[src/rtl/msi_vec_capture.sv]
// MSI vector capture block.
// Watches the TRGT1 receive interface for single-DW memory writes aimed at the
// programmed MSI address. Each accepted write sets a per-vector pending flag,
// pulses msi_detected and pushes its 32-bit payload into a small
// first-word-fall-through capture FIFO.
module msi_vec_capture #(
   parameter int NUM_VEC    = 32,
   parameter int FIFO_DEPTH = 8
) (
   input  logic                core_clk,
   input  logic                core_rst_n,
   input  logic                radm_trgt1_hv,
   input  logic                radm_trgt1_dv,
   input  logic                radm_trgt1_eot,
   input  logic                radm_trgt1_tlp_abort,
   input  logic [1:0]          radm_trgt1_fmt,
   input  logic [4:0]          radm_trgt1_type,
   input  logic [9:0]          radm_trgt1_dw_len,
   input  logic [3:0]          radm_trgt1_first_be,
   input  logic [63:0]         radm_trgt1_addr,
   input  logic [63:0]         radm_trgt1_data,
   output logic [2:0]          trgt1_radm_pkt_halt,
   input  logic [63:0]         msi_addr,
   input  logic                msi_en,
   input  logic [NUM_VEC-1:0]  vec_mask,
   input  logic [NUM_VEC-1:0]  int_clear,
   output logic [NUM_VEC-1:0]  msi_pending,
   output logic                msi_int,
   output logic                msi_detected,
   input  logic                fifo_rd,
   output logic [31:0]         fifo_dout,
   output logic                fifo_empty,
   output logic                fifo_full,
   output logic [15:0]         overflow_cnt
);

   localparam int VW = (NUM_VEC > 1) ? $clog2(NUM_VEC) : 1;
   localparam int AW = $clog2(FIFO_DEPTH);
   localparam int CW = AW + 1;

   typedef enum logic [1:0] {IDLE, CAPT, DROP} state_t;

   state_t              state;
   logic [31:0]         capt_data;
   logic                dv_seen;

   logic                match_3dw;
   logic                match_4dw;
   logic                cand;
   logic                commit_raw;
   logic                commit;
   logic [31:0]         commit_data;
   logic [VW-1:0]       vec_idx;
   logic [NUM_VEC-1:0]  set_vec;

   logic [31:0]         mem [FIFO_DEPTH];
   logic [AW-1:0]       wr_ptr;
   logic [AW-1:0]       rd_ptr;
   logic [CW-1:0]       count;
   logic [CW-1:0]       count_nxt;
   logic                push;
   logic                pop;
   logic                halt_p;
   logic                unused_data_hi;

   // Upper payload dword never carries MSI data (single-DW writes only).
   assign unused_data_hi = ^radm_trgt1_data[63:32];

   // A header qualifies as an MSI when it is a 1-DW full-byte MWr hitting the
   // programmed address; a 3DW header can only match a 32-bit MSI address.
   assign match_3dw = (radm_trgt1_fmt == 2'b10) &&
                      (radm_trgt1_addr[31:0] == msi_addr[31:0]) &&
                      (msi_addr[63:32] == 32'h0);
   assign match_4dw = (radm_trgt1_fmt == 2'b11) && (radm_trgt1_addr == msi_addr);
   assign cand      = (radm_trgt1_type == 5'b00000) && (radm_trgt1_dw_len == 10'd1) &&
                      (radm_trgt1_first_be == 4'hF) && (match_3dw || match_4dw);

   // Decide whether the TLP ending this cycle commits, and which data it carries.
   // A new header always restarts parsing, so it takes priority over CAPT.
   always_comb begin
      commit_raw  = 1'b0;
      commit_data = radm_trgt1_data[31:0];
      if (radm_trgt1_hv) begin
         commit_raw = radm_trgt1_eot && cand && radm_trgt1_dv && !radm_trgt1_tlp_abort;
      end else if ((state == CAPT) && radm_trgt1_eot) begin
         commit_raw = !radm_trgt1_tlp_abort && (dv_seen || radm_trgt1_dv);
         if (dv_seen) begin
            commit_data = capt_data;
         end
      end
   end

   assign commit  = commit_raw && msi_en;
   assign vec_idx = (NUM_VEC == 1) ? '0 : commit_data[VW-1:0];
   assign set_vec = commit ? (NUM_VEC'(1) << vec_idx) : '0;

   // Header parser: tracks whether the in-flight TLP is being captured or ignored.
   always_ff @(posedge core_clk or negedge core_rst_n) begin
      if (!core_rst_n) begin
         state     <= IDLE;
         capt_data <= 32'h0;
         dv_seen   <= 1'b0;
      end else if (radm_trgt1_hv) begin
         if (radm_trgt1_eot) begin
            state <= IDLE;
         end else if (cand) begin
            state     <= CAPT;
            dv_seen   <= radm_trgt1_dv;
            capt_data <= radm_trgt1_data[31:0];
         end else begin
            state <= DROP;
         end
      end else begin
         case (state)
            CAPT: begin
               if (radm_trgt1_eot) begin
                  state <= IDLE;
               end
               if (radm_trgt1_dv && !dv_seen) begin
                  dv_seen   <= 1'b1;
                  capt_data <= radm_trgt1_data[31:0];
               end
            end
            DROP: begin
               if (radm_trgt1_eot) begin
                  state <= IDLE;
               end
            end
            default: state <= IDLE;
         endcase
      end
   end

   // Pending flags and detect pulse; a same-cycle set beats a clear.
   always_ff @(posedge core_clk or negedge core_rst_n) begin
      if (!core_rst_n) begin
         msi_detected <= 1'b0;
         msi_pending  <= '0;
      end else begin
         msi_detected <= commit;
         msi_pending  <= (msi_pending & ~int_clear) | set_vec;
      end
   end

   assign msi_int = |(msi_pending & ~vec_mask);

   // FIFO control: a pop frees a slot for a same-cycle push when full, while a
   // pop on an empty FIFO is ignored.
   assign fifo_empty = (count == '0);
   assign fifo_full  = (count == CW'(FIFO_DEPTH));
   assign pop        = fifo_rd && !fifo_empty;
   assign push       = commit && (!fifo_full || pop);
   assign count_nxt  = count + CW'(push) - CW'(pop);
   assign fifo_dout  = fifo_empty ? 32'h0 : mem[rd_ptr];

   // Capture storage, written at the tail on every accepted push.
   always_ff @(posedge core_clk) begin
      if (push) begin
         mem[wr_ptr] <= commit_data;
      end
   end

   // Pointers, occupancy, overflow count and the registered posted halt.
   always_ff @(posedge core_clk or negedge core_rst_n) begin
      if (!core_rst_n) begin
         wr_ptr       <= '0;
         rd_ptr       <= '0;
         count        <= '0;
         overflow_cnt <= 16'h0;
         halt_p       <= 1'b0;
      end else begin
         if (push) begin
            wr_ptr <= wr_ptr + 1'b1;
         end
         if (pop) begin
            rd_ptr <= rd_ptr + 1'b1;
         end
         count  <= count_nxt;
         halt_p <= (count_nxt >= CW'(FIFO_DEPTH - 1));
         if (commit && !push && (overflow_cnt != 16'hFFFF)) begin
            overflow_cnt <= overflow_cnt + 16'd1;
         end
      end
   end

   assign trgt1_radm_pkt_halt = {2'b00, halt_p};

endmodule

[config.mk]
export PLATFORM = sky130hd
export DESIGN_NAME = msi_vec_capture
export DESIGN_NICKNAME = d
export VERILOG_FILES = /design/src/rtl/msi_vec_capture.sv
export SDC_FILE = /design/constraint.sdc
export NUM_CORES = 1
export LEC_CHECK = 0
export ABC_AREA = 1
export CORE_MARGIN = 2
export CORE_UTILIZATION = 45
export CTS_BUF_LIST = sky130_fd_sc_hd__clkbuf_8
export CTS_CLUSTER_DIAMETER = 200
export DETAILED_ROUTE_END_ITERATION = 10
export PLACE_DENSITY = 0.73
export SYNTH_ARGS = -nofsm -noshare
export SYNTH_HDL_FRONTEND = slang
export SYNTH_SLANG_ARGS = --single-unit
[constraint.sdc]
create_clock -name core_clk -period 4.75 [get_ports core_clk]
set_input_delay 0.7125 -clock core_clk [delete_from_list [all_inputs] [get_ports core_clk]]
set_output_delay 0.7125 -clock core_clk [all_outputs]
set_load 0.01 [all_outputs]
[Yosys cells after proc, flatten, opt, wreduce, memory -nomap -nowiden]
Memory sizes are Yosys's and may differ from the RTL's.
Cells that the tools add are included.
Cells by class
  $add $sub $neg: 5
  order comparisons: 1
  eq/ne operators: 13
  shifts and indexed selects: 1
  multiplexer cells: 24
  bitwise logic cells: 5
  reductions and logical operators: 33
Operator list (number)
  $mux 32: 10
  $and 32x32->32: 2
  $eq 64x64->1: 1
  $not 32->32: 2
  $eq 32x32->1: 1
  $logic_not 32->1: 1
  $or 32x32->32: 1
  $reduce_or 32->1: 1
  $shl 1x5->32 const A: 1
  $logic_and 1x1->1: 17
  $add 16x1->16 const B: 1
  $ne 16x16->1 const B: 1
  $eq 10x1->1 const B: 1
  $mux 2: 5
  $mux 1: 9
  $eq 4x4->1 const B: 2
  $add 3x1->3 const B: 2
  $eq 2x2->1 const B: 3
  $logic_not 1->1: 5
  $logic_not 5->1: 1
  $add 4x1->4: 1
  $ge 4x3->1 const B: 1
  $logic_not 4->1: 1
  $reduce_and 4->1: 1
  other kinds (8): 11
Word-level totals
  register bits: 95
  bits in writable memories: 256
  bits of input ports: 285
  output and inout bits: 87
  memories: 1
Memory list
  mem: words 8, bits a word 32, rd ports 1, clocked after memory_dff 0, write ports 1, line 56  | logic [31:0] mem [FIFO_DEPTH];

[Depth between registers and ports, before layout]
Gate-level depths: netlist of run 1.
  depth after elaboration: 14
  mapped depth: 21
  depth with buffers taken out: 21

[Worst setup path before layout of run 1]
OpenSTA, ideal clock, no wires.
  path kind: input to register
  start point: input radm_trgt1_dw_len[3]
  end point: memory mem[0][0], enable pin
  setup time: 0.421 ns
  arrival time: 3.241 ns
  setup slack: 1.088 ns
  stages: 13
  path buffers: 0
  path through: nor2_1 -> nand3b_1 -> nor2_1 -> nand2_1 -> nor2_1 -> nand3_1 -> nor2_2 -> nand3_4 -> nand2_4 -> nand2_8 -> nor2_8 -> nand2_2 -> nor2_1
Between the ends
  longest elaborated chain between the ends: 12
Ends and longest elaborated chain
  start, declared: line 18  | input logic [9:0] radm_trgt1_dw_len,
  $eq 10x1->1: line 75  | assign cand = (radm_trgt1_type == 5'b00000) && (radm_trgt1_dw_len == 10'd1) &&
  $logic_and 1x1->1 (2 in series): line 75
  $logic_and 1x1->1: line 76  | (radm_trgt1_first_be == 4'hF) && (match_3dw || match_4dw);
  $logic_and 1x1->1 (3 in series): line 84  | commit_raw = radm_trgt1_eot && cand && radm_trgt1_dv && !radm_trgt1_tlp_abort;
  $mux 1: line 83  | if (radm_trgt1_hv) begin
  $logic_and 1x1->1: line 93  | assign commit = commit_raw && msi_en;
  $logic_and 1x1->1: line 152  | assign push = commit && (!fifo_full || pop);
  $mux 1: line 158  | if (push) begin
  $mux 1 (implied by the code): line 159  | mem[wr_ptr] <= commit_data;
  end, declared: line 56
Every way passes these cells.

[Worst setup path after layout of run 1]
  start point: register rd_ptr[0]
  end point: output fifo_dout[23]
Between the ends
  longest elaborated chain between the ends: 2
Ends and longest elaborated chain
  start, declared: line 58  | logic [AW-1:0] rd_ptr;
  start signal, assigned: line 176  | rd_ptr <= rd_ptr + 1'b1;
  $mem_v2 8x32
  $mux 32: line 154  | assign fifo_dout = fifo_empty ? 32'h0 : mem[rd_ptr];
  end, declared: line 31  | output logic [31:0] fifo_dout,
Every way passes these cells.

==> reports/results.md, run 1 <==
| Group | Result | This run |
|---|---|---|
| synth | Top_reg_cell synth | sky130_fd_sc_hd__edfxtp_1 |
| synth | Fraction of synthesized area in multiplexers | 0% |
| place | Post-detailed-placement half-perimeter wirelength | 29000 um |
| sta | Number of pins with negative max-slew slack in the final report | 0 |
| grt | First-pass GRT wire length | 68700 um |
| flow run | Max_cap viols | 0 |
| sta | Unrepaired setup endpoints after global routing | false |
| synth | Largest family of logic cells by synthesized area | simple AND/OR/NAND/NOR gates |
| sta | Hold Fails Final Rpt | 0 |
| synth | Flip-flop and latch count after synthesis | 351 |
| synth | Area fraction in and, or, nand and nor cells after synthesis | 15.9% |
| grt | Vias in the first global route | 13034 |
| sta | Min Tclk post-route | 3830 ps |
| floorplan | Number of rows created at floorplan | 69 |
| floorplan | Die area | 37400 um^2 |
| sta | Slack of the critical path | 916 ps |
| setup path | CP Data Required Time | 4040 ps |
| clock tree | Buffer depth of the longest clock path | 3 |
| setup path | Endpoint class of the critical path | output pin |
| setup path | Type of the setup path with the least slack | reg -> out |
| synth | Dominant cell type by area after synthesis | sky130_fd_sc_hd__edfxtp_1 |
| cells and area | Total Nets Final | 2250 |
| floorplan | Height of the die | 193 um |
| sta | Final clock period utilization by the worst path | 80.7% |
| clock tree | TritonCTS clock tree | done |
| route | First-pass iteration count of the detailed router | 4 |
| cells and area | Layout cell share with drive strength beyond 1 | 8.24% |
| clock tree | Post-cts gate resize count | 0 |
| synth | Top post-synthesis cells by count | sky130_fd_sc_hd__nor2_1 (269), sky130_fd_sc_hd__edfxtp_1 (256), sky130_fd_sc_hd__nand2_1 (238), sky130_fd_sc_hd__o21ai_0 (225), sky130_fd_sc_hd__inv_1 (155) |
| grt | Pin count of the biggest net entering global routing | 69 |
| power and ir drop | Leakage | 8.25 nW |
| floorplan | Die Wd | 193 um |
| outcome | Status | complete, no violations |
| synth | Number of enable-type register cells in the synthesized netlist | 256 |
| cells and area | Area growth from synthesis to final layout | 31.8% |
| place | Weighted congestion reported at the end of routability-driven placement | 0.901 |
| setup path | Crit start category | flop |
| place | Setup WS pre-CTS | 759 ps |
| clock tree | Maximum level of the CTS H-tree | 2 |
| synth | Post-synthesis adder-cell area fraction | 0.821% |
| sta | Worst Skew | 28.3 ps |
| synth | Most repeated cell in the gate-level netlist after synthesis | sky130_fd_sc_hd__nor2_1 |
| sta | Maximum frequency from static timing analysis | 261 MHz |
| route | # DRC | 0 |
| route | ANT nets after route | 0 |
| sta | Sum of negative setup slack | 0 ps |
| clock tree | Cts bufs inserted | 57 |
| setup path | Top fanout value on the critical path | 33 |
| cells and area | Count of inserted antenna diode cells | 0 |
| power and ir drop | Power, Total | 9.25 mW |
| hold path | Worst hold-check path type | in -> async |
| setup path | Worst endpoint data arrival time | 3120 ps |
| route | Total number of vias | 12909 |
| sta | Final setup violating endpoints | 0 |
| grt | Total global routing track utilization | 23.2% |
| synth | Mean Syn Cell Area | 10.0 um^2 |
| clock tree | CTS Root Buffer Type | sky130_fd_sc_hd__clkbuf_8 |
| place | PortBufs | 337 |
| clock tree | Post-CTS setup buffer count | 0 |
| route | WL/cell | 17.9 um |
| route | Vias per cell | 5.24 |
| synth | Fraction of registers with async set or reset after synthesis | 27.1% |
| floorplan | Initial Utilization | 45.5% |
| sta | Max transition margin | 33.7% |
| clock tree | Number of clock sinks | 351 |
| synth | Mapped Cells | 1607 |
| synth | Leading cell types by total area after synthesis | sky130_fd_sc_hd__edfxtp_1 (48%), sky130_fd_sc_hd__dfrtp_1 (15%), sky130_fd_sc_hd__o21ai_0 (7.0%), sky130_fd_sc_hd__nor2_1 (6.3%), sky130_fd_sc_hd__nand2_1 (5.5%) |
| synth | Number of unique standard cell types used by synthesis | 44 |
| clock tree | Worst-skew pair later-pin latency | 590 ps |
| clock tree | Register clock-pin slew on the reported worst setup and hold paths | 60 ps |
| grt | Sum of overflow across all layers after global routing | 0 |
| synth | Post-Synth XOR/XNOR Area | 2.82% |
| power and ir drop | Worst-case vdd ir drop | 0.315 mV |
| sta | Worst-margin pin slew | 984 ps |
| synth | Cell Area, Synth | 16100 um^2 |
| synth | Compound-cell area share of the yosys netlist | 12.3% |
| clock tree | Quantity of hold-fixing buffers added after cts | 0 |
| synth | Share of Yosys cell area claimed by the top area cell type | 47.6% |
| floorplan | Core area | 35500 um^2 |
| floorplan | Total I/O pin count | 372 |
| route | Routed WL | 44200 um |
| power and ir drop | PwrDens | 435 nW/um^2 |
| synth | Syn. warnings | 0 |
| route | Number of DRC violations after detailed-routing iteration 0 | 759 |
| synth | Share of the yosys chip area belonging to registers | 62.3% |
| grt | Initial antenna violation count | 0 |
## flip-flops by register name, indices dropped and copies added (netlist names)
name / count
halt_p: 1
dv_seen: 1
rd_ptr: 3
msi_detected: 1
msi_pending: 32
capt_data: 32
overflow_cnt: 16
wr_ptr: 3
mem: 256
state: 2
count: 4
## critical path, cell delays in order (launching register included)
cell and delay [ps]:
sky130_fd_sc_hd__dfrtp_4 480, sky130_fd_sc_hd__clkinv_2 320, sky130_fd_sc_hd__buf_4 390, sky130_fd_sc_hd__o21ai_0 150, sky130_fd_sc_hd__o22ai_1 170, sky130_fd_sc_hd__o21ai_0 120, sky130_fd_sc_hd__a31oi_1 280, sky130_fd_sc_hd__clkdlybuf4s50_1 600
## layout make-up
class                   instances  area (um^2)
fillers                      2893        14200
flip-flops and latches        351        10100
multi-input cells            1023         5210
repair buffers                362         3670
clock buffers                  62          853
inverters                     160          602
well taps                     461          577
clock inverters                45          303
## routing by layer
layer	GRT usage, %	up-vias	part of all wire (%)
met2	40.8	495	50
met4	7.92	0	3.0
met5	0	-	0
met1	28.5	6145	40
met3	4.74	90	7.2
li1	-	6179	-
## through the flow
step / cell area [um^2] / instances / hold slack, ps / util [%]
after global routing: 21300 / 2464 / 284 / 60.0
after detailed placement: 20100 / 2357 / 522 / 56.7
after CTS: 21300 / 2464 / 255 / 60.0
after floorplan: 16200 / 1608 / 417 / -
after global placement: 20100 / 2357 / 494 / 56.7
final: 21300 / 2464 / 244 / 60.0
## kinds of logic (layout without fill, tap and decap cells)
| kind of cell | count (synthesis) | count (layout) |
|---|---|---|
| buffers and inverters | 234 | 629 |
| xor gates and xnor gates | 52 | 52 |
| other | 1 | 2 |
| adders and majority gates | 10 | 10 |
| DFF | 351 | 351 |
| AOI/OAI and AO/OA | 356 | 356 |
| and+or+nand+nor | 603 | 603 |
## cell usage in the layout (no fill, tap or decap), types with 9 or more instances in the layout
cell / n
sky130_fd_sc_hd__nor2_4: 9
sky130_fd_sc_hd__nand2_1: 237
sky130_fd_sc_hd__nor3_1: 11
sky130_fd_sc_hd__ha_1: 9
sky130_fd_sc_hd__o21ai_0: 225
sky130_fd_sc_hd__xor2_1: 27
sky130_fd_sc_hd__buf_12: 9
sky130_fd_sc_hd__a31oi_1: 33
sky130_fd_sc_hd__o22ai_1: 50
sky130_fd_sc_hd__inv_1: 176
sky130_fd_sc_hd__nand3_1: 25
sky130_fd_sc_hd__dfrtp_1: 93
sky130_fd_sc_hd__clkdlybuf4s50_1: 336
sky130_fd_sc_hd__clkbuf_8: 62
sky130_fd_sc_hd__o21ai_1: 15
sky130_fd_sc_hd__buf_4: 17
sky130_fd_sc_hd__nor2_1: 261
sky130_fd_sc_hd__nand4_1: 29
sky130_fd_sc_hd__xnor2_1: 25
sky130_fd_sc_hd__edfxtp_1: 256
sky130_fd_sc_hd__o21ai_2: 22
## path summary, 6_finish.rpt
path / startpoint / end / slack, ps / cells past startpoint
min in group core_clk: overflow_cnt[15] / overflow_cnt[15] / 530 / 2
min: core_rst_n / msi_detected / 240 / 1
max in group asynchronous: core_rst_n / msi_pending[0] / 3450 / 2
min reg2reg: overflow_cnt[15] / overflow_cnt[15] / 530 / 2
max reg2reg: count[2] / halt_p / 1550 / 14
max: rd_ptr[0] / fifo_dout[23] / 920 / 7
## power breakdown
part | switching (mW) | internal, mW
Clock | 1.18 | 1.42
Sequential | 0.0547 | 3.44
Combinational | 1.84 | 1.32
Total | 3.07 | 6.19
(Power assumes the default switching activity.)
==> run 2, diff against run 1 <==
--- a/config.mk
+++ b/config.mk
@@ -11,7 +11,7 @@
 export CTS_BUF_LIST = sky130_fd_sc_hd__clkbuf_8
 export CTS_CLUSTER_DIAMETER = 200
 export DETAILED_ROUTE_END_ITERATION = 10
-export PLACE_DENSITY = 0.73
+export PLACE_DENSITY = 0.76
 export SYNTH_ARGS = -nofsm -noshare
 export SYNTH_HDL_FRONTEND = slang
 export SYNTH_SLANG_ARGS = --single-unit
==> constraint.sdc (replaced) <==
create_clock -name core_clk -period 3.12 [get_ports core_clk]
set_input_delay 0.468 -clock core_clk [delete_from_list [all_inputs] [get_ports core_clk]]
set_output_delay 0.468 -clock core_clk [all_outputs]
set_load 0.01 [all_outputs]
==> reports/results.md, run 2 (synthesis results as in run 1) <==
| Group | Result | This run | Change |
|---|---|---|---|
| power and ir drop | Gate power share | 35.8% | +1.6 points |
| floorplan | Die Wd | 193 um | unchanged |
| place | PortBufs | 337 | unchanged |
| clock tree | Maximum level of the CTS H-tree | 2 | unchanged |
| route | WL/cell | 18.3 um | +1.8% |
| outcome | Status | complete, no violations |  |
| route | First-pass iteration count of the detailed router | 6 | +2 |
| cells and area | Multi-input combinational cell area | 5240 um^2 | +0.58% |
| sta | Final clock period utilization by the worst path | 95.5% |  |
| floorplan | Die area | 37400 um^2 | unchanged |
| cells and area | Count of inserted antenna diode cells | 0 | unchanged |
| floorplan | Total I/O pin count | 372 | unchanged |
| power and ir drop | PwrDens | 667 nW/um^2 | +53% |
| flow run | Max_cap viols | 0 | unchanged |
| clock tree | Register clock-pin slew on the reported worst setup and hold paths | 60 ps | about the same |
| route | Total number of vias | 13264 | +2.8% |
| power and ir drop | Fraction of power spent switching nets | 33.5% | +0.40 points |
| hold path | Worst hold-check path type | in -> async |  |
| power and ir drop | Leakage | 8.78 nW | +6.4% |
| sta | Maximum frequency from static timing analysis | 336 MHz |  |
| place | Weighted congestion reported at the end of routability-driven placement | 0.893 | -0.83% |
| clock tree | CTS Root Buffer Type | sky130_fd_sc_hd__clkbuf_8 |  |
| cells and area | Register containing the most flip-flops in the final layout | mem |  |
| setup path | Crit start category | flop |  |
| sta | Slack of the critical path | 140 ps | -776 ps |
| grt | First-pass GRT wire length | 71100 um | +3.5% |
| place | Cell count after placement | 2402 | +1.9% |
| route | ANT nets after route | 0 | unchanged |
| cells and area | Register cell area after layout | 10100 um^2 | unchanged |
| route | Vias per cell | 5.27 | +0.55% |
| cells and area | Most common cell after layout, fill and taps aside | sky130_fd_sc_hd__clkdlybuf4s50_1 |  |
| clock tree | Worst-skew pair later-pin latency | 630 ps | +40 ps |
| power and ir drop | Clk network pwr share | 28.0% | about the same |
| grt | Sum of overflow across all layers after global routing | 0 | unchanged |
| floorplan | Number of rows created at floorplan | 69 | unchanged |
| route | # DRC | 0 | unchanged |
| setup path | Endpoint class of the critical path | output pin |  |
| sta | Worst Skew | 44.0 ps | +15.8 ps |
| cells and area | Number of standard cells in the layout, taps in and fillers out | 2518 | +2.2% |
| sta | Max transition margin | 23.6% | -10 points |
| sta | Sum of negative setup slack | 0 ps | unchanged |
| sta | Min Tclk post-route | 2980 ps |  |
| sta | Number of pins with negative max-slew slack in the final report | 0 | unchanged |
| cells and area | Fill cells | 2782 | -3.8% |
| power and ir drop | Net switching power | 4.96 mW | +62% |
| power and ir drop | Worst-case vdd ir drop | 0.593 mV | +88% |
| clock tree | TritonCTS clock tree | done |  |
| cells and area | Area growth from synthesis to final layout | 37.3% |  |
| grt | Vias in the first global route | 13410 | +2.9% |
| sta | Worst-margin pin slew | 1130 ps | +150 ps |
| sta | Hold Fails Final Rpt | 0 | unchanged |
| setup path | CP Data Required Time | 2650 ps | -1390 ps |
| setup path | Cell with the largest stage delay on the worst path | sky130_fd_sc_hd__dfrtp_4 |  |
| clock tree | Number of clock sinks | 351 | unchanged |
| sta | Unrepaired setup endpoints after global routing | false |  |
| route | Number of DRC violations after detailed-routing iteration 0 | 982 | +29% |
| sta | Hold WS | 394 ps | +150 ps |
| setup path | Type of the setup path with the least slack | reg -> out |  |
| power and ir drop | Internal Pwr Total | 9.82 mW | +59% |
| setup path | Worst endpoint data arrival time | 2510 ps | -610 ps |
| cells and area | Highest-count cells in the layout ignoring fill and taps | sky130_fd_sc_hd__clkdlybuf4s50_1 (304), sky130_fd_sc_hd__nor2_1 (261), sky130_fd_sc_hd__edfxtp_1 (256) |  |
| setup path | Top fanout value on the critical path | 11 | -67% |
| floorplan | Height of the die | 193 um | unchanged |
| floorplan | Core area | 35500 um^2 | unchanged |
| grt | Total global routing track utilization | 24.1% | +0.90 points |
| cells and area | Largest registers | mem: 256 flops, capt_data: 32 flops, msi_pending: 32 flops |  |
| grt | Pin count of the biggest net entering global routing | 67 | -2.9% |
| cells and area | Layout cell share with drive strength beyond 1 | 10.8% | +2.6 points |
| setup path | Most common cell on crit path | sky130_fd_sc_hd__o21ai_0 |  |
| route | Routed WL | 46000 um | +4.0% |
| cells and area | Flip-flop count of the largest register after layout | 256 | unchanged |
| sta | Final setup violating endpoints | 0 | unchanged |
| grt | Initial antenna violation count | 0 | unchanged |
| power and ir drop | Sequential Power Share | 36.3% | -1.5 points |
| setup path | Maximum cell stage delay along the critical path | 510 ps | -90 ps |
| clock tree | Cts bufs inserted | 58 | +1.8% |
| place | Post-detailed-placement half-perimeter wirelength | 31200 um | +7.4% |
| place | Setup WS pre-CTS | -357 ps | -1120 ps |
| cells and area | Total Nets Final | 2305 | +2.4% |
| clock tree | Buffer depth of the longest clock path | 3 | unchanged |
| floorplan | Initial Utilization | 45.5% | unchanged |
| setup path | Cells along the critical path | bufbuf_16, o21ai_0, o22ai_1, o21ai_0, a31oi_2, dlygate4sd2_1 |  |
## run 2: changes by cell type in the layout (fill, tap and decap cells not counted), moves of 4 or more
cell                              before  now
sky130_fd_sc_hd__clkdlybuf4s50_1     336  304
sky130_fd_sc_hd__buf_16                0    4
sky130_fd_sc_hd__a31oi_1              33   29
sky130_fd_sc_hd__dlymetal6s2s_1        0    6
sky130_fd_sc_hd__buf_4                17   41
sky130_fd_sc_hd__a31oi_2               0    4
sky130_fd_sc_hd__buf_12                9   26
sky130_fd_sc_hd__dlygate4sd2_1         0   26
## run 2: timing repair
item / in CTS / in global routing
resized for setup: 43 / 11
setup endpoints to repair: 32 / 6
hold buffers: 1 / 0
endpoints found under the hold margin: 37 / 0
cloned: 5 / 1
setup buffers: 2 / 1
## run 2: path summary, 6_finish.rpt
path / start / to / slack [ps] / cells after the start
max in group asynchronous: core_rst_n / msi_pending[15] / 1970 / 3
worst max-delay path: rd_ptr[0] / fifo_dout[0] / 140 / 6
worst max register to register: state[1] / mem[2][7] / 490 / 7
worst min-delay path: core_rst_n / msi_pending[10] / 390 / 2
worst min register to register: overflow_cnt[15] / overflow_cnt[15] / 520 / 2
min in group core_clk: int_clear[28] / msi_pending[28] / 400 / 2
## run 2: stage by stage
stage	instance area, um^2	total power [mW]	util, %
floorplan	16200	8.01	-
global placement	20700	10.4	58.3
detailed placement	20700	10.5	58.3
CTS	22100	14.8	62.3
global route	22200	15.5	62.5
finish	22200	14.8	62.5
## run 2: power by group through the flow
stage               sequential, mW  clock [mW]  combinational (mW)
floorplan                     5.40           0                2.62
global placement              5.41           0                4.94
detailed placement            5.42           0                5.05
CTS                           5.36        4.19                5.27
global route                  5.37        4.41                5.72
finish                        5.36        4.13                5.29
## run 2: layer usage
metal	GRT usage, %	vias to the layer above	wire length (um)
met5	0	-	0
met4	9.73	0	1490
met2	42.7	572	23400
met1	29.1	6293	17700
li1	-	6292	-
met3	4.36	107	3350
## run 2: cell type report
cell class	instances	share of cell area, %
flip-flops and latches	351	45.4
multi-input cells	1023	23.6
repair buffers	416	20.2
clock buffers	60	3.72
inverters	160	2.80
well taps	461	2.60
clock inverters	47	1.65
## run 2: worst max-delay path, delay by kind of cell (launching register included)
kind                   cells  cell delay, ps
buffers and inverters      2             660
AOI/OAI and AO/OA          4             750
DFF                        1             510
==> run 3, diff against run 2 <==
--- a/config.mk
+++ b/config.mk
@@ -6,6 +6,7 @@
 export NUM_CORES = 1
 export LEC_CHECK = 0
 export ABC_AREA = 1
+export CAP_MARGIN = 20
 export CORE_MARGIN = 2
 export CORE_UTILIZATION = 45
 export CTS_BUF_LIST = sky130_fd_sc_hd__clkbuf_8
==> reports/results.md, run 3 (synthesis results as in run 1) <==
| Group | Result | This run | Change |
|---|---|---|---|
| outcome | Status | complete, no violations |  |
| clock tree | Buffer depth of the longest clock path | 3 | unchanged |
| sta | Worst-margin pin slew | 1100 ps | -32.7 ps |
| route | Number of DRC violations after detailed-routing iteration 0 | 925 | -5.8% |
| route | Vias per cell | 5.29 | +0.41% |
| grt | GR Layer Usage met3 | 4.36% | unchanged |
| cells and area | Highest-count cells in the layout ignoring fill and taps | sky130_fd_sc_hd__clkdlybuf4s50_1 (304), sky130_fd_sc_hd__nor2_1 (261), sky130_fd_sc_hd__edfxtp_1 (256) |  |
| route | ANT nets after route | 0 | unchanged |
| cells and area | Post-layout instance area | 22200 um^2 | +0.14% |
| floorplan | Height of the die | 193 um | unchanged |
| clock tree | Cts bufs inserted | 58 | unchanged |
| clock tree | CTS Root Buffer Type | sky130_fd_sc_hd__clkbuf_8 |  |
| clock tree | TritonCTS clock tree | done |  |
| sta | Final clock period utilization by the worst path | 95.4% | about the same |
| setup path | Crit start category | flop |  |
| cells and area | Area growth from synthesis to final layout | 37.5% |  |
| grt | Initial antenna violation count | 0 | unchanged |
| cells and area | Number of standard cells in the layout, taps in and fillers out | 2522 | +0.16% |
| cells and area | Multi-input combinational cell area | 5240 um^2 | unchanged |
| power and ir drop | Sequential Power Share | 36.2% | about the same |
| grt | Total global routing track utilization | 24.1% | unchanged |
| setup path | Top fanout value on the critical path | 11 | unchanged |
| sta | Final setup violating endpoints | 0 | unchanged |
| sta | Min Tclk post-route | 2980 ps | -2.34 ps |
| grt | Grt met2 use | 42.7% | unchanged |
| grt | GR peak layer | met2 |  |
| place | Weighted congestion reported at the end of routability-driven placement | 0.893 | unchanged |
| route | # DRC | 0 | unchanged |
| flow run | Max_cap viols | 0 | unchanged |
| cells and area | Layout cell share with drive strength beyond 1 | 11.0% | +0.17 points |
| grt | First-pass GRT wire length | 71100 um | unchanged |
| clock tree | Maximum level of the CTS H-tree | 2 | unchanged |
| power and ir drop | Fraction of power spent switching nets | 33.6% | about the same |
| cells and area | Register cell area after layout | 10100 um^2 | unchanged |
| clock tree | Number of clock sinks | 351 | unchanged |
| sta | Unrepaired setup endpoints after global routing | false |  |
| hold path | Worst hold-check path type | in -> async |  |
| place | Placed cell area | 20700 um^2 | unchanged |
| cells and area | End-of-flow core utilization | 62.6% | +0.085 points |
| grt | M1 GR Usage | 29.1% | unchanged |
| power and ir drop | Leakage | 8.80 nW | +0.21% |
| sta | Hold Fails Final Rpt | 0 | unchanged |
| route | Total number of vias | 13339 | +0.57% |
| clock tree | Worst-skew pair later-pin latency | 640 ps | about the same |
| grt | Vias in the first global route | 13410 | unchanged |
| power and ir drop | Net switching power | 4.96 mW | +0.12% |
| cells and area | Register containing the most flip-flops in the final layout | mem |  |
| floorplan | Number of rows created at floorplan | 69 | unchanged |
| power and ir drop | Clk network pwr share | 28.0% | about the same |
| setup path | Number of cell instances on the worst register-to-register path | 7 | unchanged |
| sta | Number of pins with negative max-slew slack in the final report | 0 | unchanged |
| setup path | CP Data Required Time | 2650 ps | about the same |
| setup path | Worst endpoint data arrival time | 2510 ps | about the same |
| clock tree | Register clock-pin slew on the reported worst setup and hold paths | 60 ps | about the same |
| power and ir drop | PwrDens | 666 nW/um^2 | about the same |
| sta | Worst Skew | 45.6 ps | +1.55 ps |
| cells and area | Fill cells | 2779 | -0.11% |
| cells and area | Flip-flop count of the largest register after layout | 256 | unchanged |
| place | PortBufs | 337 | unchanged |
| route | First-pass iteration count of the detailed router | 5 | -1 |
| route | WL/cell | 18.3 um | about the same |
| floorplan | Total I/O pin count | 372 | unchanged |
| cells and area | Total Nets Final | 2309 | +0.17% |
| place | Cell count after placement | 2402 | unchanged |
| place | Post-detailed-placement half-perimeter wirelength | 31200 um | unchanged |
| floorplan | Initial Utilization | 45.5% | unchanged |
| sta | Maximum frequency from static timing analysis | 336 MHz | about the same |
| power and ir drop | Worst-case vdd ir drop | 0.592 mV | -0.20% |
| cells and area | Most common cell after layout, fill and taps aside | sky130_fd_sc_hd__clkdlybuf4s50_1 |  |
| power and ir drop | Internal Pwr Total | 9.82 mW | about the same |
| setup path | Type of the setup path with the least slack | reg -> out |  |
| setup path | Endpoint class of the critical path | output pin |  |
| sta | Hold WS | 396 ps | +1.38 ps |
| grt | Sum of overflow across all layers after global routing | 0 | unchanged |
| grt | Pin count of the biggest net entering global routing | 67 | unchanged |
| route | Routed WL | 46000 um | +0.13% |
| sta | Max transition margin | 25.8% | +2.2 points |
| floorplan | Die area | 37400 um^2 | unchanged |
| cells and area | Count of inserted antenna diode cells | 0 | unchanged |
| cells and area | Largest registers | mem: 256 flops, capt_data: 32 flops, msi_pending: 32 flops |  |
| floorplan | Die Wd | 193 um | unchanged |
| power and ir drop | Gate power share | 35.8% | about the same |
| floorplan | Core area | 35500 um^2 | unchanged |
| sta | Sum of negative setup slack | 0 ps | unchanged |
==> run 3: cell count changes in the layout (fill, tap and decap cells not counted) <==
cell,previous run,this run
sky130_fd_sc_hd__clkbuf_4,0,4
==> run 3: per-stage QoR <==
step                      total power, mW  worst slack, ps
after detailed placement             10.5             -357
after global placement               10.4             -284
after floorplan                      8.01             -297
after CTS                            14.8             9.70
after global routing                 15.5             35.2
final                                14.8              143
==> run 3: area by class of cell <==
cell class	count	area share, %
multi-input combinational	1023	23.6
timing repair buffer	420	20.3
tap	461	2.60
sequential	351	45.4
inverter	160	2.80
clock buffer	60	3.72
clock inverter	47	1.65
==> run 3: critical path, stage by stage (launching register included) <==
cell and delay [ps]:
sky130_fd_sc_hd__dfrtp_4 510, sky130_fd_sc_hd__bufbuf_16 320, sky130_fd_sc_hd__o21ai_0 90, sky130_fd_sc_hd__o22ai_1 220
sky130_fd_sc_hd__o21ai_0 130, sky130_fd_sc_hd__a31oi_2 310, sky130_fd_sc_hd__dlygate4sd2_1 340
==> run 3: metal layers <==
| layer | up-vias | routed length (um) |
|---|---|---|
| met5 | - | 0 |
| met2 | 568 | 23400 |
| li1 | 6295 | - |
| met4 | 0 | 1540 |
| met1 | 6365 | 18000 |
| met3 | 111 | 3130 |
==> run 3: timing repair <==
item	CTS	global route
buffers inserted	2	1
resized for setup	43	11
hold buffers	1	0
gates cloned	5	1
hold endpoints to repair	37	0
endpoints found under the setup margin	32	6
==> run 3: worst paths after layout <==
kind | slack, ps | from | endpoint
max | 140 | rd_ptr[0] | fifo_dout[0]
min | 400 | core_rst_n | msi_pending[10]
min in group core_clk | 400 | int_clear[28] | msi_pending[28]
max reg2reg | 520 | state[1] | mem[1][5]
min reg2reg | 530 | overflow_cnt[15] | overflow_cnt[15]
max in group asynchronous | 1960 | core_rst_n | msi_pending[15]
==> run 3: power by group through the flow <==
stage                     sequential (mW)  combinational (mW)  clock, mW
final                                5.36                5.29       4.14
after floorplan                      5.40                2.62          0
after CTS                            5.36                5.27       4.19
after global placement               5.41                4.94          0
after global routing                 5.37                5.72       4.41
after detailed placement             5.42                5.05          0
